$ cat src/rtl/twiddle_sequencer_if.sv
// twiddle_sequencer_if: sample-in, twiddle-ROM and aligned sample/twiddle-out signals of the twiddle sequencer
interface twiddle_sequencer_if #(parameter int WIDTH = 16, parameter int LOG_N = 6);
  logic             di_en;
  logic [WIDTH-1:0] di_re;
  logic [WIDTH-1:0] di_im;
  logic             tw_rd;
  logic [LOG_N-1:0] tw_addr;
  logic [WIDTH-1:0] tw_rom_re;
  logic [WIDTH-1:0] tw_rom_im;
  logic             do_en;
  logic [WIDTH-1:0] do_re;
  logic [WIDTH-1:0] do_im;
  logic [WIDTH-1:0] do_tw_re;
  logic [WIDTH-1:0] do_tw_im;
  logic             do_bypass;
  logic             do_last;
  modport master (
    output di_en, di_re, di_im, tw_rom_re, tw_rom_im,
    input  tw_rd, tw_addr, do_en, do_re, do_im, do_tw_re, do_tw_im, do_bypass, do_last
  );
  modport slave (
    input  di_en, di_re, di_im, tw_rom_re, tw_rom_im,
    output tw_rd, tw_addr, do_en, do_re, do_im, do_tw_re, do_tw_im, do_bypass, do_last
  );
endinterface

$ cat src/rtl/twiddle_sequencer.sv
// twiddle_sequencer: counts stage samples, reads twiddle ROM at sel*n*N/M and emits each sample aligned with its twiddle (clock, sync reset, bus: di_* in, tw_* ROM port, do_* out)
module twiddle_sequencer #(
  parameter int WIDTH = 16,
  parameter int LOG_N = 6,
  parameter int LOG_M = 6
) (
  input logic clock,
  input logic reset,
  twiddle_sequencer_if.slave bus
);
  logic [LOG_M-1:0] c;
  logic [LOG_N-1:0] addr;
  logic             s1_en;
  logic [WIDTH-1:0] s1_re;
  logic [WIDTH-1:0] s1_im;
  logic             s1_bypass;
  logic             s1_last;
  if (LOG_M == 2) begin : g_m4
    assign addr = '0;
  end else begin : g_mn
    logic [1:0] sel;
    assign sel  = {c[LOG_M-2], c[LOG_M-1]};
    assign addr = (LOG_N'(sel) * LOG_N'(c[LOG_M-3:0])) << (LOG_N - LOG_M);
  end
  always_ff @(posedge clock) begin
    if (reset) begin
      c             <= '0;
      s1_en         <= 1'b0;
      s1_re         <= '0;
      s1_im         <= '0;
      s1_bypass     <= 1'b0;
      s1_last       <= 1'b0;
      bus.tw_rd     <= 1'b0;
      bus.tw_addr   <= '0;
      bus.do_en     <= 1'b0;
      bus.do_re     <= '0;
      bus.do_im     <= '0;
      bus.do_tw_re  <= '0;
      bus.do_tw_im  <= '0;
      bus.do_bypass <= 1'b0;
      bus.do_last   <= 1'b0;
    end else begin
      s1_en     <= bus.di_en;
      bus.tw_rd <= bus.di_en;
      bus.do_en <= s1_en;
      if (bus.di_en) begin
        c           <= c + 1'b1;
        bus.tw_addr <= addr;
        s1_re       <= bus.di_re;
        s1_im       <= bus.di_im;
        s1_bypass   <= addr == '0;
        s1_last     <= c == '1;
      end
      if (s1_en) begin
        bus.do_re     <= s1_re;
        bus.do_im     <= s1_im;
        bus.do_tw_re  <= s1_bypass ? {1'b0, {(WIDTH-1){1'b1}}} : bus.tw_rom_re;
        bus.do_tw_im  <= s1_bypass ? '0 : bus.tw_rom_im;
        bus.do_bypass <= s1_bypass;
        bus.do_last   <= s1_last;
      end
    end
  end
endmodule

$ cat src/flat_wrapper.sv
// flat-port wrapper written by rule: the top's interface ports become plain ports
module twiddle_sequencer_flat 
#(
  parameter int WIDTH = 16,
  parameter int LOG_N = 6,
  parameter int LOG_M = 6
)
  (clock, reset, bus_di_en, bus_di_re, bus_di_im, bus_tw_rom_re, bus_tw_rom_im, bus_tw_rd, bus_tw_addr, bus_do_en, bus_do_re, bus_do_im, bus_do_tw_re, bus_do_tw_im, bus_do_bypass, bus_do_last);
  twiddle_sequencer_if #(.WIDTH(WIDTH), .LOG_N(LOG_N)) bus_i ();
  input logic clock;
  input logic reset;
  input wire logic [$bits(bus_i.di_en)-1:0] bus_di_en;
  input wire logic [$bits(bus_i.di_re)-1:0] bus_di_re;
  input wire logic [$bits(bus_i.di_im)-1:0] bus_di_im;
  input wire logic [$bits(bus_i.tw_rom_re)-1:0] bus_tw_rom_re;
  input wire logic [$bits(bus_i.tw_rom_im)-1:0] bus_tw_rom_im;
  output wire logic [$bits(bus_i.tw_rd)-1:0] bus_tw_rd;
  output wire logic [$bits(bus_i.tw_addr)-1:0] bus_tw_addr;
  output wire logic [$bits(bus_i.do_en)-1:0] bus_do_en;
  output wire logic [$bits(bus_i.do_re)-1:0] bus_do_re;
  output wire logic [$bits(bus_i.do_im)-1:0] bus_do_im;
  output wire logic [$bits(bus_i.do_tw_re)-1:0] bus_do_tw_re;
  output wire logic [$bits(bus_i.do_tw_im)-1:0] bus_do_tw_im;
  output wire logic [$bits(bus_i.do_bypass)-1:0] bus_do_bypass;
  output wire logic [$bits(bus_i.do_last)-1:0] bus_do_last;
  assign bus_i.di_en = bus_di_en;
  assign bus_i.di_re = bus_di_re;
  assign bus_i.di_im = bus_di_im;
  assign bus_i.tw_rom_re = bus_tw_rom_re;
  assign bus_i.tw_rom_im = bus_tw_rom_im;
  assign bus_tw_rd = bus_i.tw_rd;
  assign bus_tw_addr = bus_i.tw_addr;
  assign bus_do_en = bus_i.do_en;
  assign bus_do_re = bus_i.do_re;
  assign bus_do_im = bus_i.do_im;
  assign bus_do_tw_re = bus_i.do_tw_re;
  assign bus_do_tw_im = bus_i.do_tw_im;
  assign bus_do_bypass = bus_i.do_bypass;
  assign bus_do_last = bus_i.do_last;
  twiddle_sequencer #(.WIDTH(WIDTH), .LOG_N(LOG_N), .LOG_M(LOG_M)) u_core (.clock(clock), .reset(reset), .bus(bus_i));
endmodule
$ cat config.mk
export PLATFORM = sky130hd
export DESIGN_NAME = twiddle_sequencer_flat
export DESIGN_NICKNAME = d
export VERILOG_FILES = /design/src/rtl/twiddle_sequencer_if.sv /design/src/rtl/twiddle_sequencer.sv /design/src/flat_wrapper.sv
export SDC_FILE = /design/constraint.sdc
export NUM_CORES = 1
export LEC_CHECK = 0
export CORE_MARGIN = 2
export CORE_UTILIZATION = 49
export DETAILED_ROUTE_END_ITERATION = 16
export GPL_ROUTABILITY_DRIVEN = 0
export PLACE_DENSITY = 0.85
export SLEW_MARGIN = 20
export SYNTH_ARGS = -nofsm -noshare
export SYNTH_HDL_FRONTEND = slang
export SYNTH_SLANG_ARGS = --single-unit
$ cat constraint.sdc
create_clock -name clock -period 5.1 [get_ports clock]
set_input_delay 1.275 -clock clock [delete_from_list [all_inputs] [get_ports clock]]
set_output_delay 1.275 -clock clock [all_outputs]
set_load 0.005 [all_outputs]
Yosys cells after proc, flatten, opt, wreduce, memory -nomap -nowiden

Cells that the tools add are included.
Widths: inputs -> output; s select.

Flip-flop bits (word level): 114
Latch bits: 0
Bits in writable memories: 0
Bits in read-only memories: 0
Bits of input ports: 67
Word-level logic and storage cells: 20
Memories kept: 0

$add $sub $neg: 1
Multipliers: 1
Divide/modulo/power cells: 0
$lt $le $gt $ge: 0
Eq/ne operators: 1
Shift operators: 0
Muxes and demuxes: 2
Bitwise operators: 0
Reduce and logical (&&, ||, !) cells: 1

Operators by type and width:

| cell                | count |
|---|---|
| $mux 16             | 2 |
| $add 6x1->6 const B | 1 |
| $eq 6x6->1 const B  | 1 |
| $logic_not 6->1     | 1 |
| $mul 2x4->6         | 1 |

Longest topological paths before layout

Gate-level depths: netlist (run 1).

Word-level depth: 2
Depth in mapped cells: 8
Mapped depth without buffers: 8

Worst setup path before layout (run 1)

Ideal clock, no wire load.

Path type: input to register
Start point: in bus_di_en
End point: reg u_core.s1_re[15]
Library setup time: 0.128 ns
Arrival time: 1.921 ns
Required time: 4.972 ns
Slack: 3.051 ns
Stages: 4
Buffers on the path: 2
Cells stage by stage: buf_2 > buf_2 > mux2i_1 > nor2_1

RTL lines:

| item                 | line                    | text |
|---|---|---|
| from (decl)          | flat_wrapper.sv:12      | `input wire logic [$bits(bus_i.di_en)-1:0] bus_di_en;` |
| to (signal assigned) | twiddle_sequencer.sv:49 | `s1_re <= bus.di_re;` |
| to (decl)            | twiddle_sequencer.sv:14 | `logic [WIDTH-1:0] s1_re;` |

==> metrics.yaml, run 1 <==
outcome: "complete, no violations"
hold_viol: 0
holdPathEnd: "u_core.bus.do_im[7]"
initial_utilization: 0.507
post-synth-top-count-cell: "dfxtp_1"
wl_per_cell_um: 14.4
cp-start-kind: "flip-flop"
cp-end-kind: "primary output"
core_mm2: 0.00822
rows: 33
cp_top_family: "flip-flops"
synth_fp_nets: 492
crit_chain: "clkdlybuf4s50_1"
rsz0062_at_grt: "no"
worst_pin_slew_ps: 930
dpl.hpwl_um: 6310
finalSetupViolations: 0
synth_edf_count: 0
leakagePower_nw: 2.51
clockBufferDepth: 2
cts_made_buffers: 17
cp.required_ps: 3830
first_global_vias: 3340
crit_slowest_cell: "dfxtp_4"
relSlewSlack: 0.380
max_cap_violations: 0
grt_max_degree: 116
hold_start: "u_core.bus.do_im[7]"
postCtsSetupBuffers: 0
diodes: 0
ir_drop_uv: 274
fin_crit_sh: 0.664
synth_async_sr_flop_share: 0
portBuffers: 140
clk_pin_slew_ps: 50
skew_ps: 6.16
h-tree-depth: 4
synthCells: 420
synth-seq-area-share: 0.548
ys_warn_count: 0
die-area_mm2: 0.00925
cts_sinks: 114
ctsHoldBuffers: 0
grt_usage: 0.215
fin_crit_ps: 3380
vias_per_cell: 4.99
cts_tree: "done"
hp-class: "reg -> reg"
reg2regPathDepth: 8
drc: 0
antenna_found_initial: 0
detail-route-antenna-nets: 0
critPathMaxFanout: 70
grt_pass1_wl_um: 15400
synth_compound_area_frac: 0.0616
synth_xor_area_frac: 0.0126
ys_ff_latch: 114
synth_flop_cell: "dfxtp_1"
muxShareOfSynthArea: 0.168
io_pins: 141
report.final.slew_viol_count: 0
synthTopCellsByCount: "dfxtp_1, nor2_1, mux2i_1, a21oi_1, nor2b_1"
criticalPathCategory: "reg -> out"
grt_overflow_total: 0
fmax_mhz: 295
cts_resized: 0
vias: 3335
clock_latency_ps: 500
cp.buffers_inverters: 1
synth_fa_ha_area_frac: 0.0168
reg2reg_from: "u_core.c[0]"
tns_ps: 0
synth_area_mm2: 0.00416
max_stage_delay_ps: 960
drt_iter0_drc: 150
synth_top_family_by_area: "multiplexers"
root_buffer: "clkbuf_8"
final_nets: 623
synth_top_area_frac: 0.548
drt-pass1-iter-count: 4
crit_arrival_ps: 2110
postSynthAreaPerCell_um2: 9.91
hold_path_depth: 2
syn_to_final_growth_pct: 48.1
die_width_um: 96.2
drive_gt1_frac: 0.0621
die_height_um: 96.2
power_mw: 2.35
ff2ff_setup_slack_ps: 2930
wl_um: 9610
p_per_area_mw_per_mm2: 381
rr_endpoint: "u_core.s1_bypass"
synth_top_area_cell: "dfxtp_1"
synth_simple_gate_area_frac: 0.151
ys_types: 28
synth.area.top_cells: "dfxtp_1, mux2i_1, nor2_1"
-- through the flow --
stage,instance area (um2),std cells,setup WS [ps],util,hold WS (ps)
finish,6170,669,1720,0.750,488
detailed placement,5550,637,2180,0.676,479
floorplan,4160,420,3050,-,457
global route,6170,669,1570,0.750,515
CTS,6160,669,1670,0.750,497
global placement,5550,637,2200,0.676,469
-- flip-flops by register name, summed over array words and instances, names as in the netlist, 6 cells and up --
name,cells
u_core.bus.do_tw_im,16
u_core.c,6
u_core.bus.do_re,16
u_core.bus.do_tw_re,16
u_core.bus.do_im,16
u_core.s1_re,16
u_core.s1_im,16
u_core.bus.tw_addr,6
-- layout make-up --
type / count / area (um2)
Sequential cell: 114 / 2290
Fill cell: 577 / 2050
Multi-Input combinational cell: 271 / 1710
Timing Repair Buffer: 141 / 1410
Clock buffer: 21 / 450
Clock inverter: 11 / 158
Tap cell: 105 / 131
Inverter: 6 / 22.5
-- logic make-up after synthesis --
family | after synthesis
flip-flops | 114
AO/OA/AOI/OAI | 43
multiplexers | 70
adder cells (fa/ha/maj) | 5
AND/OR/NAND/NOR | 147
buffers and inverters | 35
XOR/XNOR | 6
-- layer usage --
layer | part of all wire | vias to the layer above | global-route usage
met5 | 0 | - | 0
li1 | - | 1662 | -
met4 | 0.018 | 0 | 0.0786
met3 | 0.089 | 18 | 0.0854
met1 | 0.42 | 1528 | 0.253
met2 | 0.47 | 127 | 0.355
-- power by group --
part	internal, mW	leakage [nW]	total (mW)	switching [mW]
Combinational	0.121	1.28	0.191	0.0697
Clock	0.816	0.300	1.20	0.379
Sequential	0.931	0.933	0.964	0.0329
Total	1.87	2.51	2.35	0.482
-- worst max-delay path by stage --
stage,from,endpoint,slack [ps],cells after the start
floorplan,bus_di_en,u_core.s1_re[15],3050,4
global placement,u_core.s1_en,bus_tw_rd,2200,1
detailed placement,u_core.s1_en,bus_tw_rd,2180,1
CTS,u_core.s1_en,bus_tw_rd,1670,1
global route,u_core.s1_en,bus_tw_rd,1570,1
finish,u_core.s1_en,bus_tw_rd,1720,1
-- cell usage in the layout, fill, tap and decap left out --
master,n
clkdlybuf4s50_1,138
dfxtp_1,113
nor2_1,110
mux2i_1,70
a21oi_1,22
nor2b_1,18
clkbuf_16,17
o22ai_1,15
inv_1,6
clkinv_2,6
and2_1,5
nand2_1,4
ha_1,4
bufinv_16,4
nand2b_1,3
xnor2_1,3
xor2_1,3
clkbuf_1,3
nand3_1,2
nand4_1,2
a21o_1,1
o31ai_1,1
a211oi_1,1
nor2b_2,1
nor3_1,1
a2111oi_2,1
a32o_1,1
o21ai_0,1
or3_1,1
fa_1,1
clkbuf_8,1
clkinvlp_4,1
buf_2,1
buf_6,1
buf_4,1
dfxtp_4,1
(Power assumes the default switching activity.)
==> run 2: changes to the inputs <==
- CORE_UTILIZATION: 49 -> 41
- PLACE_DENSITY: 0.85 -> 0.76
- clock period: 5.1 -> 2.9 ns (I/O delays scaled with it)
==> metrics.yaml, run 2 (synthesis results as in run 1) <==
outcome: "complete, no violations"
report.final.slew_viol_count: 0  # unchanged
rr_endpoint: "u_core.s1_bypass"
final_nets: 629  # +0.96%
vias_per_cell: 4.76  # -4.4%
drt-pass1-iter-count: 6  # +2
root_buffer: "clkbuf_8"
ff2ff_setup_slack_ps: 800  # -2130 ps
die-area_mm2: 0.0110  # +19%
critPathMaxFanout: 2  # -97%
clock_latency_ps: 500  # about the same
cts_sinks: 114  # unchanged
reg2reg_from: "u_core.c[0]"
core_mm2: 0.00982  # +20%
hold_viol: 0  # unchanged
grt_pass1_wl_um: 15600  # +1.4%
vias: 3349  # +0.42%
p_clk_frac: 0.526  # +0.017
drive_gt1_frac: 0.0754  # +0.0134
cp_top_family: "buffers and inverters"
io_pins: 141  # unchanged
cp.required_ps: 2170  # -1660 ps
detail-route-antenna-nets: 0  # unchanged
hold_start: "u_core.bus.tw_addr[0]"
grt_overflow_total: 0  # unchanged
grt_usage: 0.174  # -0.0412
antenna_found_initial: 0  # unchanged
skew_ps: 9.93  # +3.78 ps
fin_crit_ps: 2110
reg2regPathDepth: 8  # unchanged
drc: 0  # unchanged
cts_resized: 0  # unchanged
h-tree-depth: 4  # unchanged
first_global_vias: 3269  # -2.1%
cp.buffers_inverters: 1  # unchanged
rows: 36  # +9.1%
tns_ps: 0  # unchanged
criticalPathCategory: "reg -> out"
wl_um: 9430  # -1.9%
multi_input_area_mm2: 0.00171  # -0.15%
die_height_um: 105  # +8.9%
cts_tree: "done"
syn_to_final_growth_pct: 51.1
fill_cells: 858  # +49%
cp-end-kind: "primary output"
fmax_mhz: 473
postCtsSetupBuffers: 0  # unchanged
layout_common_cells: "clkdlybuf4s50_1, dfxtp_1, nor2_1"
diodes: 0  # unchanged
relSlewSlack: 0.384  # +0.00378
clk_pin_slew_ps: 50  # about the same
ir_drop_uv: 450  # +64%
finalSetupViolations: 0  # unchanged
drt_iter0_drc: 123  # -18%
holdPathEnd: "u_core.bus.tw_addr[0]"
initial_utilization: 0.424  # -0.0827
layout_commonest_cell: "clkdlybuf4s50_1"
crit_arrival_ps: 1390  # -720 ps
die_width_um: 105  # +8.9%
max_cap_violations: 0  # unchanged
combinationalPowerShare: 0.083  # +0.002
leakagePower_nw: 2.56  # +1.8%
p_sw_mw: 0.885  # +84%
clockBufferDepth: 2  # unchanged
wl_per_cell_um: 13.4  # -6.6%
fin_crit_sh: 0.728
rsz0062_at_grt: "no"
crit_chain: "clkdlybuf4s50_1"
hold_path_depth: 2  # unchanged
worst_pin_slew_ps: 924  # -5.67 ps
netSwitchingFraction: 0.206  # +0.00121
seqPwrFrac: 0.390  # -0.020
hp-class: "reg -> reg"
grt_max_degree: 70  # -40%
max_stage_delay_ps: 530  # -430 ps
intPower_mw: 3.41  # +82%
p_per_area_mw_per_mm2: 682  # +79%
portBuffers: 140  # unchanged
ff_latch_area_mm2: 0.00229  # unchanged
dpl.hpwl_um: 6350  # +0.72%
cts_made_buffers: 17  # unchanged
crit_slowest_cell: "clkdlybuf4s50_1"
power_mw: 4.29  # +83%
cp-start-kind: "flip-flop"
ctsHoldBuffers: 0  # unchanged
[run 2: cell types whose count changed in the layout (fill, tap and decap cells not counted)]
cell and delta:
clkbuf_8 +3, buf_4 +7, clkinvlp_4 +1, inv_4 +1, clkinv_2 -5, clkbuf_16 -1, clkbuf_1 -3, nor2b_2 -1
clkinv_4 +3, buf_6 -1, bufinv_16 +1, nor2b_1 +1
[run 2: final cells by class]
type	count	area share
Clock inverter	12	0.0322
Multi-Input combinational cell	271	0.272
Timing Repair Buffer	147	0.230
Tap cell	133	0.0265
Clock buffer	20	0.0724
Sequential cell	114	0.363
Inverter	6	0.00358
[run 2: power by group through the flow]
stage | sequential [mW] | clock (mW) | combinational, mW
4_1_cts | 1.67 | 2.30 | 0.363
3_3_place_gp | 1.70 | 0 | 0.352
5_1_grt | 1.68 | 2.37 | 0.392
3_5_place_dp | 1.71 | 0 | 0.359
2_1_floorplan | 1.70 | 0 | 0.168
6_report | 1.67 | 2.26 | 0.358
[run 2: worst max path at each step]
stage                         startpoint                      end  slack (ps)  depth (start not counted)
detailed placement           u_core.c[0]         u_core.s1_bypass         780                          8
CTS                 u_core.bus.do_re[12]            bus_do_re[12]         760                          1
finish              u_core.bus.do_re[12]            bus_do_re[12]         790                          1
global placement            u_core.s1_en  u_core.bus.do_tw_re[10]         890                          4
floorplan                    u_core.c[0]         u_core.s1_bypass        1000                          8
global route                u_core.s1_en   u_core.bus.do_tw_re[0]         620                          4
[run 2: layer usage]
metal / vias to the layer above / track usage / routed length, um
met5: - / 0 / 0
met4: 0 / 0.0581 / 114
met3: 7 / 0.0649 / 672
met2: 116 / 0.278 / 4330
met1: 1551 / 0.217 / 4310
li1: 1675 / - / -
[run 2: stage by stage]
| step | setup slack, ps | instances | instance area, um2 | hold slack [ps] | util |
|---|---|---|---|---|---|
| 2_1_floorplan | 1000 | 420 | 4160 | 457 | - |
| 3_3_place_gp | 890 | 671 | 5630 | 468 | 0.574 |
| 3_5_place_dp | 778 | 671 | 5630 | 473 | 0.574 |
| 4_1_cts | 760 | 703 | 6290 | 480 | 0.641 |
| 5_1_grt | 619 | 703 | 6290 | 499 | 0.641 |
| 6_report | 788 | 703 | 6290 | 481 | 0.641 |
